--- config.mk ---
export PLATFORM = sky130hd
export DESIGN_NAME = adder_fu_pipe
export DESIGN_NICKNAME = d
export VERILOG_FILES = /design/src/rtl/adder_fu_pipe.sv
export SDC_FILE = /design/constraint.sdc
export NUM_CORES = 1
export LEC_CHECK = 0
export ABC_AREA = 1
export ABC_CLOCK_PERIOD_IN_PS = 3950
export CORE_UTILIZATION = 55
export CTS_CLUSTER_DIAMETER = 200
export CTS_CLUSTER_SIZE = 25
export DETAILED_ROUTE_END_ITERATION = 12
export GPL_ROUTABILITY_DRIVEN = 0
export HOLD_SLACK_MARGIN = 0.1
export MAX_ROUTING_LAYER = met4
export PLACE_DENSITY = 0.85
export SYNTH_ARGS = -nofsm -noshare
export SYNTH_HDL_FRONTEND = slang
export SYNTH_SLANG_ARGS = --single-unit
--- constraint.sdc ---
create_clock -name clk -period 3.95 [get_ports clk]
set_input_delay 0.79 -clock clk [delete_from_list [all_inputs] [get_ports clk]]
set_output_delay 0.79 -clock clk [all_outputs]
set_load 0.01 [all_outputs]
--- src/rtl/adder_fu_pipe.sv ---
`default_nettype none
// ============================================================================
// Module   : adder_fu_pipe
// Brief    : Lane-split add/adc/sub/sat-add unit with valid/ready input and an
//            output result FIFO.
// Revision : 1.0
// ============================================================================
module adder_fu_pipe #(
  parameter int WIDTH = 16,
  parameter int LANES = 1,
  parameter int DEPTH = 2
) (
  input  logic             clk,
  input  logic             reset,
  input  logic             on_off,
  input  logic             in_valid,
  output logic             in_ready,
  input  logic [WIDTH-1:0] a,
  input  logic [WIDTH-1:0] b,
  input  logic [LANES-1:0] carry_in,
  input  logic [1:0]       op,
  output logic             out_valid,
  input  logic             out_ready,
  output logic [WIDTH-1:0] c,
  output logic [LANES-1:0] carry_out,
  output logic             ack
);

  localparam int LW = WIDTH / LANES;
  localparam int EW = WIDTH + LANES;
  localparam int PW = (DEPTH > 1) ? $clog2(DEPTH) : 1;
  localparam int CW = $clog2(DEPTH + 1);

  localparam logic [CW-1:0] c_depth = CW'(DEPTH);
  localparam logic [PW-1:0] c_last  = PW'(DEPTH - 1);

  logic [WIDTH-1:0] w_res;
  logic [LANES-1:0] w_co;

  // Subtract is a + ~b + 1, so the lane carry-out doubles as the no-borrow flag.
  for (genvar k = 0; k < LANES; k++) begin : g_lane
    logic [LW-1:0] w_a;
    logic [LW-1:0] w_b;
    logic          w_cin;
    logic [LW:0]   w_sum;

    assign w_a   = a[k*LW +: LW];
    assign w_b   = (op == 2'b10) ? ~b[k*LW +: LW] : b[k*LW +: LW];
    assign w_cin = (op == 2'b01) ? carry_in[k] : (op == 2'b10);
    assign w_sum = {1'b0, w_a} + {1'b0, w_b} + {{LW{1'b0}}, w_cin};

    assign w_co[k]            = w_sum[LW];
    assign w_res[k*LW +: LW]  = ((op == 2'b11) && w_sum[LW]) ? {LW{1'b1}} : w_sum[LW-1:0];
  end

  logic [EW-1:0] mem_q [DEPTH];
  logic [PW-1:0] rd_ptr_q, rd_ptr_d;
  logic [PW-1:0] wr_ptr_q, wr_ptr_d;
  logic [CW-1:0] count_q, count_d;
  logic          ack_q, ack_d;
  logic          w_push;
  logic          w_pop;

  assign out_valid = on_off && (count_q != '0);
  assign w_pop     = out_valid && out_ready;
  assign in_ready  = reset && on_off && ((count_q < c_depth) || w_pop);
  assign w_push    = in_valid && in_ready;

  assign {c, carry_out} = out_valid ? mem_q[rd_ptr_q] : '0;
  assign ack            = ack_q;

  always_comb begin
    rd_ptr_d = rd_ptr_q;
    wr_ptr_d = wr_ptr_q;
    count_d  = count_q;
    ack_d    = 1'b0;
    if (!on_off) begin
      rd_ptr_d = '0;
      wr_ptr_d = '0;
      count_d  = '0;
    end else begin
      ack_d = w_push;
      if (w_push) begin
        wr_ptr_d = (wr_ptr_q == c_last) ? '0 : wr_ptr_q + 1'b1;
      end
      if (w_pop) begin
        rd_ptr_d = (rd_ptr_q == c_last) ? '0 : rd_ptr_q + 1'b1;
      end
      if (w_push && !w_pop) begin
        count_d = count_q + 1'b1;
      end else if (!w_push && w_pop) begin
        count_d = count_q - 1'b1;
      end
    end
  end

  always_ff @(posedge clk or negedge reset) begin
    if (!reset) begin
      rd_ptr_q <= '0;
      wr_ptr_q <= '0;
      count_q  <= '0;
      ack_q    <= 1'b0;
    end else begin
      rd_ptr_q <= rd_ptr_d;
      wr_ptr_q <= wr_ptr_d;
      count_q  <= count_d;
      ack_q    <= ack_d;
    end
  end

  // Storage needs no reset: the read port is masked whenever the FIFO is empty.
  always_ff @(posedge clk) begin
    if (w_push) begin
      mem_q[wr_ptr_q] <= {w_res, w_co};
    end
  end

endmodule
`default_nettype wire

==> results of run 1 <==
==> through the flow <==
stage	std cells	hold slack (ps)	power (mW)	util [%]	setup slack, ps
3_3_place_gp	533	543	0.918	70.4	477
5_1_grt	541	620	1.33	72.6	435
6_report	541	575	1.25	72.6	589
4_1_cts	541	576	1.26	72.6	564
2_1_floorplan	407	494	0.798	-	761
3_5_place_dp	533	556	0.937	70.4	372
==> cell type report <==
class	instances	area share, %
repair buffers	63	16.7
inverters	82	8.30
clock inverters	3	1.18
clock buffers	5	1.85
flip-flops and latches	39	30.9
well taps	70	2.36
multi-input cells	279	38.7
==> placed cells by master (no fill, tap or decap), types with 2 or more instances in the layout <==
cell	instances
sky130_fd_sc_hd__clkbuf_8	5
sky130_fd_sc_hd__o21ai_1	2
sky130_fd_sc_hd__nand3_1	20
sky130_fd_sc_hd__nor2_1	19
sky130_fd_sc_hd__nand4_1	3
sky130_fd_sc_hd__ha_1	15
sky130_fd_sc_hd__nand3_2	2
sky130_fd_sc_hd__o21ai_0	4
sky130_fd_sc_hd__xor2_1	6
sky130_fd_sc_hd__fa_1	2
sky130_fd_sc_hd__buf_4	4
sky130_fd_sc_hd__and2_1	2
sky130_fd_sc_hd__a21oi_1	9
sky130_fd_sc_hd__clkdlybuf4s50_1	59
sky130_fd_sc_hd__dfrtp_1	5
sky130_fd_sc_hd__nand2_2	5
sky130_fd_sc_hd__inv_1	81
sky130_fd_sc_hd__nor3_1	2
sky130_fd_sc_hd__nand2_1	165
sky130_fd_sc_hd__xnor2_1	16
sky130_fd_sc_hd__edfxtp_1	34
sky130_fd_sc_hd__nor2_2	2
==> worst min path at each step <==
stage	slack, ps	depth (start not counted)	end
2_1_floorplan	490	0	ack$_DFF_PN0_
3_3_place_gp	540	2	wr_ptr_q$_DFFE_PN0P_
3_5_place_dp	560	2	wr_ptr_q$_DFFE_PN0P_
4_1_cts	580	2	wr_ptr_q$_DFFE_PN0P_
5_1_grt	620	3	count_q[0]$_DFFE_PN0P_
6_report	570	2	wr_ptr_q$_DFFE_PN0P_
==> registers in the layout (all words and copies together) (netlist names) <==
| register | cells |
|---|---|
| mem_q | 34 |
| count_q | 2 |
| ack | 1 |
| wr_ptr_q | 1 |
| rd_ptr_q | 1 |
==> cell families after synthesis <==
family,synth area share (%)
and+or+nand+nor,31.8
DFF,39.1
AOI/OAI and AO/OA,2.82
buffers and inverters,12.0
xor gates and xnor gates,6.57
adders and majority gates,7.77
==> report_power, final <==
part	switching (mW)	internal, mW
logic	0.258	0.176
clock network	0.134	0.188
registers	0.00558	0.492
==> worst max-delay path, cell delays in order <==
cell                              delay [ps]
sky130_fd_sc_hd__clkdlybuf4s50_1         550
sky130_fd_sc_hd__inv_1                   110
sky130_fd_sc_hd__nor2_4                  390
sky130_fd_sc_hd__nand2_1                 140
sky130_fd_sc_hd__inv_1                    80
sky130_fd_sc_hd__clkdlybuf4s50_1         520
==> per-layer routing <==
layer	global-route usage [%]	up-vias	part of all wire (%)
li1	-	1364	-
met1	28.1	1159	42
met2	43.8	100	52
met3	3.35	8	5.1
met4	11.7	0	1.6
met5	-	-	0
==> impl_results.rst, run 1 <==
.. list-table::
   :header-rows: 1

   * - Metric
     - Value
   * - Final Setup Violations
     - 0
   * - Critical path launch point
     - on_off
   * - Die outline width
     - 75.0 µm
   * - Multi-input gate area
     - 0.00144 mm²
   * - Root Driver
     - sky130_fd_sc_hd__clkbuf_8
   * - Capturing element type of the critical path
     - primary output
   * - Area of the mapped netlist
     - roughly 0.003 mm²
   * - Outcome
     - complete, no violations
   * - Cell area after layout
     - roughly 0.0037 mm²
   * - Highest ir drop seen on vdd
     - 0.228 mV
   * - Cell count after synthesis
     - just over 400
   * - Remaining global-route overflow
     - 0
   * - Sequential area share after synthesis
     - 39.1%
   * - Reg-to-reg setup timing slack
     - between 2000 and 2500 ps
   * - FF/Latch Area
     - 0.00115 mm²
   * - Final layout net count
     - 527
   * - Height of the die
     - 75.0 µm
   * - Register-to-Register Path Depth
     - 5
   * - Startpoint types
     - input pin
   * - Standard-cell rows
     - 26
   * - Lkg Pwr
     - approximately 2 nW
   * - Final-layout setup total negative slack
     - 0 ps
   * - Number of design-rule violations left by the first detailed-router iteration
     - between 150 and 200
   * - Yosys cell types
     - 29
   * - Number of max-cap violations
     - 0
   * - Endpoint arrival time on the critical path
     - 2570 ps
   * - Boundary pin count
     - 60
   * - Clock slew seen by the registers of the worst setup and hold paths
     - 80 ps
   * - Min-delay src
     - wr_ptr_q$_DFFE_PN0P_
   * - Top_reg_cell synth
     - sky130_fd_sc_hd__edfxtp_1
   * - Least-Margin Pin Slew
     - 507 ps
   * - Synth top area share
     - 34.8%
   * - Wire length of the first global-routing pass
     - a little over 10000 µm
   * - Skew-Pair Late Insertion Delay
     - 280 ps
   * - Critical path start-end classification
     - input pin to primary output
   * - Number of setup buffers added after CTS
     - 0
   * - Final ANT Viol Nets
     - 0
   * - Hold Violations, Final
     - 0
   * - Final Cycle Share
     - 85.1%
   * - Mapped Avg Cell Area
     - 7.20 µm²
   * - Total clock sinks
     - 39
   * - All-layer global routing usage
     - 25.0%
   * - Share of synthesized flip-flops with an asynchronous set or reset
     - 12.8%
   * - Final Max Tran Viols
     - 0
   * - Area contributors post-synth
     - sky130_fd_sc_hd__edfxtp_1 (35%), sky130_fd_sc_hd__nand2_1 (21%), sky130_fd_sc_hd__inv_1 (10%)
   * - Worst flop-to-flop path endpoint
     - rd_ptr_q$_DFFE_PN0P_
   * - CTS Buf Count
     - 5
   * - Total number of vias
     - about 2600
   * - Core region area
     - around 0.0051 mm²
   * - Antenna violations before repair
     - 0
   * - Number of antenna repair diodes
     - 0
   * - Count of hold buffers inserted by post-cts repair
     - 0
   * - Vias/cell
     - 4.86
   * - Initial core utilization
     - 57.4%
   * - Cell type with the highest aggregate area in the netlist
     - sky130_fd_sc_hd__edfxtp_1
   * - Library cell with the highest instance count after synthesis
     - sky130_fd_sc_hd__nand2_1
   * - Buffer levels on the longest clock path
     - 2
   * - Clock tree from TritonCTS
     - built
   * - Max-Slew Margin vs Limit
     - between 60% and 70%
   * - Count of flip-flops with a built-in enable after synthesis
     - 34
   * - Maximum clock frequency
     - ~300 MHz
   * - Die area
     - ~0.0056 mm²
   * - Leading cell types by count after synthesis
     - sky130_fd_sc_hd__nand2_1 (165), sky130_fd_sc_hd__inv_1 (81), sky130_fd_sc_hd__edfxtp_1 (34), sky130_fd_sc_hd__nand3_1 (20), sky130_fd_sc_hd__nor2_1 (19)
   * - Pre-Repair DR Iteration Count
     - 4
   * - Via count of the first global-routing pass
     - approximately 2500
   * - Largest net degree at the start of global routing
     - 20
   * - Final HPWL DP
     - roughly 4900 µm
   * - Setup repair after global routing missed its margin
     - no
   * - Routed len/inst
     - 11.3 µm
   * - Synthesized netlist net count
     - 464
   * - Number of H-tree levels
     - 2
   * - Number of warnings printed during yosys synthesis
     - 0
   * - Worst-case clock skew
     - 5.67 ps
   * - Fill cell instance count of the final layout
     - 428
   * - Critical path required time
     - around 3200 ps
   * - Worst R2R Start
     - rd_ptr_q$_DFFE_PN0P_
   * - Area Overhead vs Synth
     - 26.5%
   * - Endpoint of the worst setup timing path
     - c[6]
   * - Path category of the worst min-delay check
     - flip-flop to flip-flop
   * - Post-Place Cell Area
     - 0.00360 mm²
   * - Input/output buffers
     - between 50 and 60
   * - Wirelength, routed
     - 6100 µm
   * - CTS resizes
     - 0
   * - #FFs+latches synth
     - 39
   * - Min cycle time layout
     - around 3400 ps
   * - Pwr dens
     - 338 mW/mm²
   * - Worst-path fanout max
     - 19
   * - Post-route DRC violation count
     - 0
   * - Ratio of cells with drive above 1 in the final layout
     - 5.10%
Power figures use the tool's default switching activity.
==> inputs of run 2 (changes only) <==
- MAX_ROUTING_LAYER: met4 -> not set
==> run 2 against run 1 <==
Count of clock-buffer cells in the layout unchanged. Maximum frequency down 0.11%. Clock power about the same. Wire length about the same. Critical path depth unchanged. Highest routed layer unchanged. Worst hold slack worse by 1.9 ps. Flip-flop and latch count unchanged. Critical endpoint unchanged. Register-to-register slack about the same.
==> impl_results.rst, run 2 (synthesis gave the netlist of run 1 again) <==
.. list-table::
   :header-rows: 1

   * - Metric
     - Value
   * - Register-to-Register Path Depth
     - 5 (unchanged)
   * - Fill cell instance count of the final layout
     - 428 (unchanged)
   * - Final ANT Viol Nets
     - 0 (unchanged)
   * - Largest incremental delay on the critical path
     - 550 ps (about the same)
   * - Final layout net count
     - 527 (unchanged)
   * - Critical path's top delay family
     - buffers and inverters
   * - Power after layout
     - 1.25 mW (+0.10%)
   * - Capturing element type of the critical path
     - primary output
   * - Critical path required time
     - 3160 ps (about the same)
   * - Die area
     - 0.00563 mm² (unchanged)
   * - Via count of the first global-routing pass
     - 2450 (unchanged)
   * - Final HPWL DP
     - 4910 µm (unchanged)
   * - Worst-path fanout max
     - 19 (unchanged)
   * - Lkg Pwr
     - 1.96 nW (unchanged)
   * - Wirelength, routed
     - 6100 µm (about the same)
   * - Worst-case clock skew
     - 6.35 ps (+0.683 ps)
   * - Number of flip-flops under the largest register name
     - 34 (unchanged)
   * - Setup repair after global routing missed its margin
     - no
   * - Routed len/inst
     - 11.3 µm (about the same)
   * - Pre-Repair DR Iteration Count
     - 4 (unchanged)
   * - Clock slew seen by the registers of the worst setup and hold paths
     - 80 ps (about the same)
   * - Chain of cells forming the critical path
     - clkdlybuf4s50_1 -> inv_1 -> nor2_4 -> nand2_1 -> inv_1 -> clkdlybuf4s50_1
   * - Input/output buffers
     - 59 (unchanged)
   * - Remaining global-route overflow
     - 0 (unchanged)
   * - Biggest registers after layout
     - mem_q: 34 flops, count_q: 2 flops
   * - Vias/cell
     - 4.84 (-0.53%)
   * - Startpoint types
     - input pin
   * - Largest net degree at the start of global routing
     - 20 (unchanged)
   * - Final Setup Violations
     - 0 (unchanged)
   * - Max-Slew Margin vs Limit
     - 65.9% (-0.11 points)
   * - Maximum clock frequency
     - 297 MHz (-0.11%)
   * - Final Max Tran Viols
     - 0 (unchanged)
   * - Outcome
     - complete, no violations
   * - Number of setup buffers added after CTS
     - 0 (unchanged)
   * - Path category of the worst min-delay check
     - flip-flop to flip-flop
   * - Final Cycle Share
     - 85.2% (+0.090 points)
   * - Pwr dens
     - 338 mW/mm² (+0.10%)
   * - CP Buf/Inv Count
     - 4 (unchanged)
   * - Number of max-cap violations
     - 0 (unchanged)
   * - Number of design-rule violations left by the first detailed-router iteration
     - 184 (+18%)
   * - Height of the die
     - 75.0 µm (unchanged)
   * - Count of hold buffers inserted by post-cts repair
     - 0 (unchanged)
   * - Total number of vias
     - 2617 (-0.53%)
   * - Post-Place Cell Area
     - 0.00360 mm² (unchanged)
   * - Commonest non-fill, non-tap cells in the layout
     - sky130_fd_sc_hd__nand2_1 (165), sky130_fd_sc_hd__inv_1 (81), sky130_fd_sc_hd__clkdlybuf4s50_1 (59), sky130_fd_sc_hd__edfxtp_1 (34), sky130_fd_sc_hd__nand3_1 (20)
   * - Skew-Pair Late Insertion Delay
     - 280 ps (about the same)
   * - Levels on crit path
     - 6 (unchanged)
   * - CTS resizes
     - 0 (unchanged)
   * - Final-layout setup total negative slack
     - 0 ps (unchanged)
   * - Ratio of cells with drive above 1 in the final layout
     - 5.10% (unchanged)
   * - Commonest non-fill, non-tap cell in the layout
     - sky130_fd_sc_hd__nand2_1
   * - Post-route DRC violation count
     - 0 (unchanged)
   * - Core region area
     - 0.00511 mm² (unchanged)
   * - Min cycle time layout
     - 3360 ps (+3.54 ps)
   * - Slowest-stage cell, CP
     - sky130_fd_sc_hd__clkdlybuf4s50_1
   * - Buffer levels on the longest clock path
     - 2 (unchanged)
   * - Highest ir drop seen on vdd
     - 0.228 mV (+0.17%)
   * - Total clock sinks
     - 39 (unchanged)
   * - Endpoint arrival time on the critical path
     - 2570 ps (about the same)
   * - Number of antenna repair diodes
     - 0 (unchanged)
   * - Cell area after layout
     - 0.00371 mm² (unchanged)
   * - Standard-cell rows
     - 26 (unchanged)
   * - Worst hold path depth
     - 2 (unchanged)
   * - CTS Buf Count
     - 5 (unchanged)
   * - Most flop-heavy register
     - mem_q
   * - Clock tree from TritonCTS
     - built
   * - All-layer global routing usage
     - 24.2% (-0.77 points)
   * - Initial core utilization
     - 57.4% (unchanged)
   * - Root Driver
     - sky130_fd_sc_hd__clkbuf_8
   * - Critical path start-end classification
     - input pin to primary output
   * - Area Overhead vs Synth
     - 26.5% (unchanged)
   * - Die outline width
     - 75.0 µm (unchanged)
   * - Number of H-tree levels
     - 2 (unchanged)
   * - Wire length of the first global-routing pass
     - 10300 µm (unchanged)
   * - Least-Margin Pin Slew
     - 509 ps (+1.66 ps)
   * - Boundary pin count
     - 60 (unchanged)
   * - Hold Violations, Final
     - 0 (unchanged)
   * - Antenna violations before repair
     - 0 (unchanged)
## run 2: cell counts in the layout (fill, tap and decap cells not counted)
Identical to the previous run, type by type.
## run 2: worst paths after layout
check                                      from                      to  slack (ps)
setup / recovery                         on_off                    c[6]         590
hold / removal             wr_ptr_q$_DFFE_PN0P_    wr_ptr_q$_DFFE_PN0P_         570
setup reg to reg           rd_ptr_q$_DFFE_PN0P_    rd_ptr_q$_DFFE_PN0P_        2340
hold reg to reg            wr_ptr_q$_DFFE_PN0P_    wr_ptr_q$_DFFE_PN0P_         570
max in group asynchronous                 reset  count_q[0]$_DFFE_PN0P_        3000
min in group asynchronous                 reset           ack$_DFF_PN0_         740
## run 2: per-stage QoR
step / util [%] / setup slack [ps] / hold slack, ps / cells
finish: 72.6 / 585 / 573 / 541
global placement: 70.4 / 477 / 543 / 533
CTS: 72.6 / 564 / 576 / 541
detailed placement: 70.4 / 372 / 556 / 533
floorplan: - / 761 / 494 / 407
global route: 72.6 / 435 / 620 / 541
## run 2: area by class of cell
cell class / instances / area (µm²) / area share, %
Clock buffer: 5 / 68.8 / 1.85
Inverter: 82 / 308 / 8.30
Multi-Input combinational cell: 279 / 1440 / 38.7
Timing Repair Buffer: 63 / 621 / 16.7
Sequential cell: 39 / 1150 / 30.9
Clock inverter: 3 / 43.8 / 1.18
Tap cell: 70 / 87.6 / 2.36
## run 2: metal layers
metal	share of wire (%)	vias up	track usage (%)
li1	-	1363	-
met1	41	1152	28.1
met2	52	94	43.8
met3	4.7	8	3.35
met4	1.6	0	11.7
met5	0	-	0
## run 2: worst reg2reg max path: stages, from the launching register on
cell and delay, ps:
sky130_fd_sc_hd__dfrtp_1 340, sky130_fd_sc_hd__buf_4 220, sky130_fd_sc_hd__clkinv_1 460, sky130_fd_sc_hd__o21ai_0 340, sky130_fd_sc_hd__o21ai_0 130, sky130_fd_sc_hd__inv_1 70
## run 2: where the power goes
part | total (mW) | leakage, nW | internal [mW] | switching, mW
combinational | 0.435 | 1.53 | 0.177 | 0.258
sequential | 0.497 | 0.376 | 0.491 | 0.00566
clock | 0.323 | 0.0581 | 0.188 | 0.135
==> inputs of run 3 (changes only) <==
- SETUP_SLACK_MARGIN: not set -> 0.05
==> results of run 3 <==
The final DEF is identical to that of run 2; final timing and power are the same.
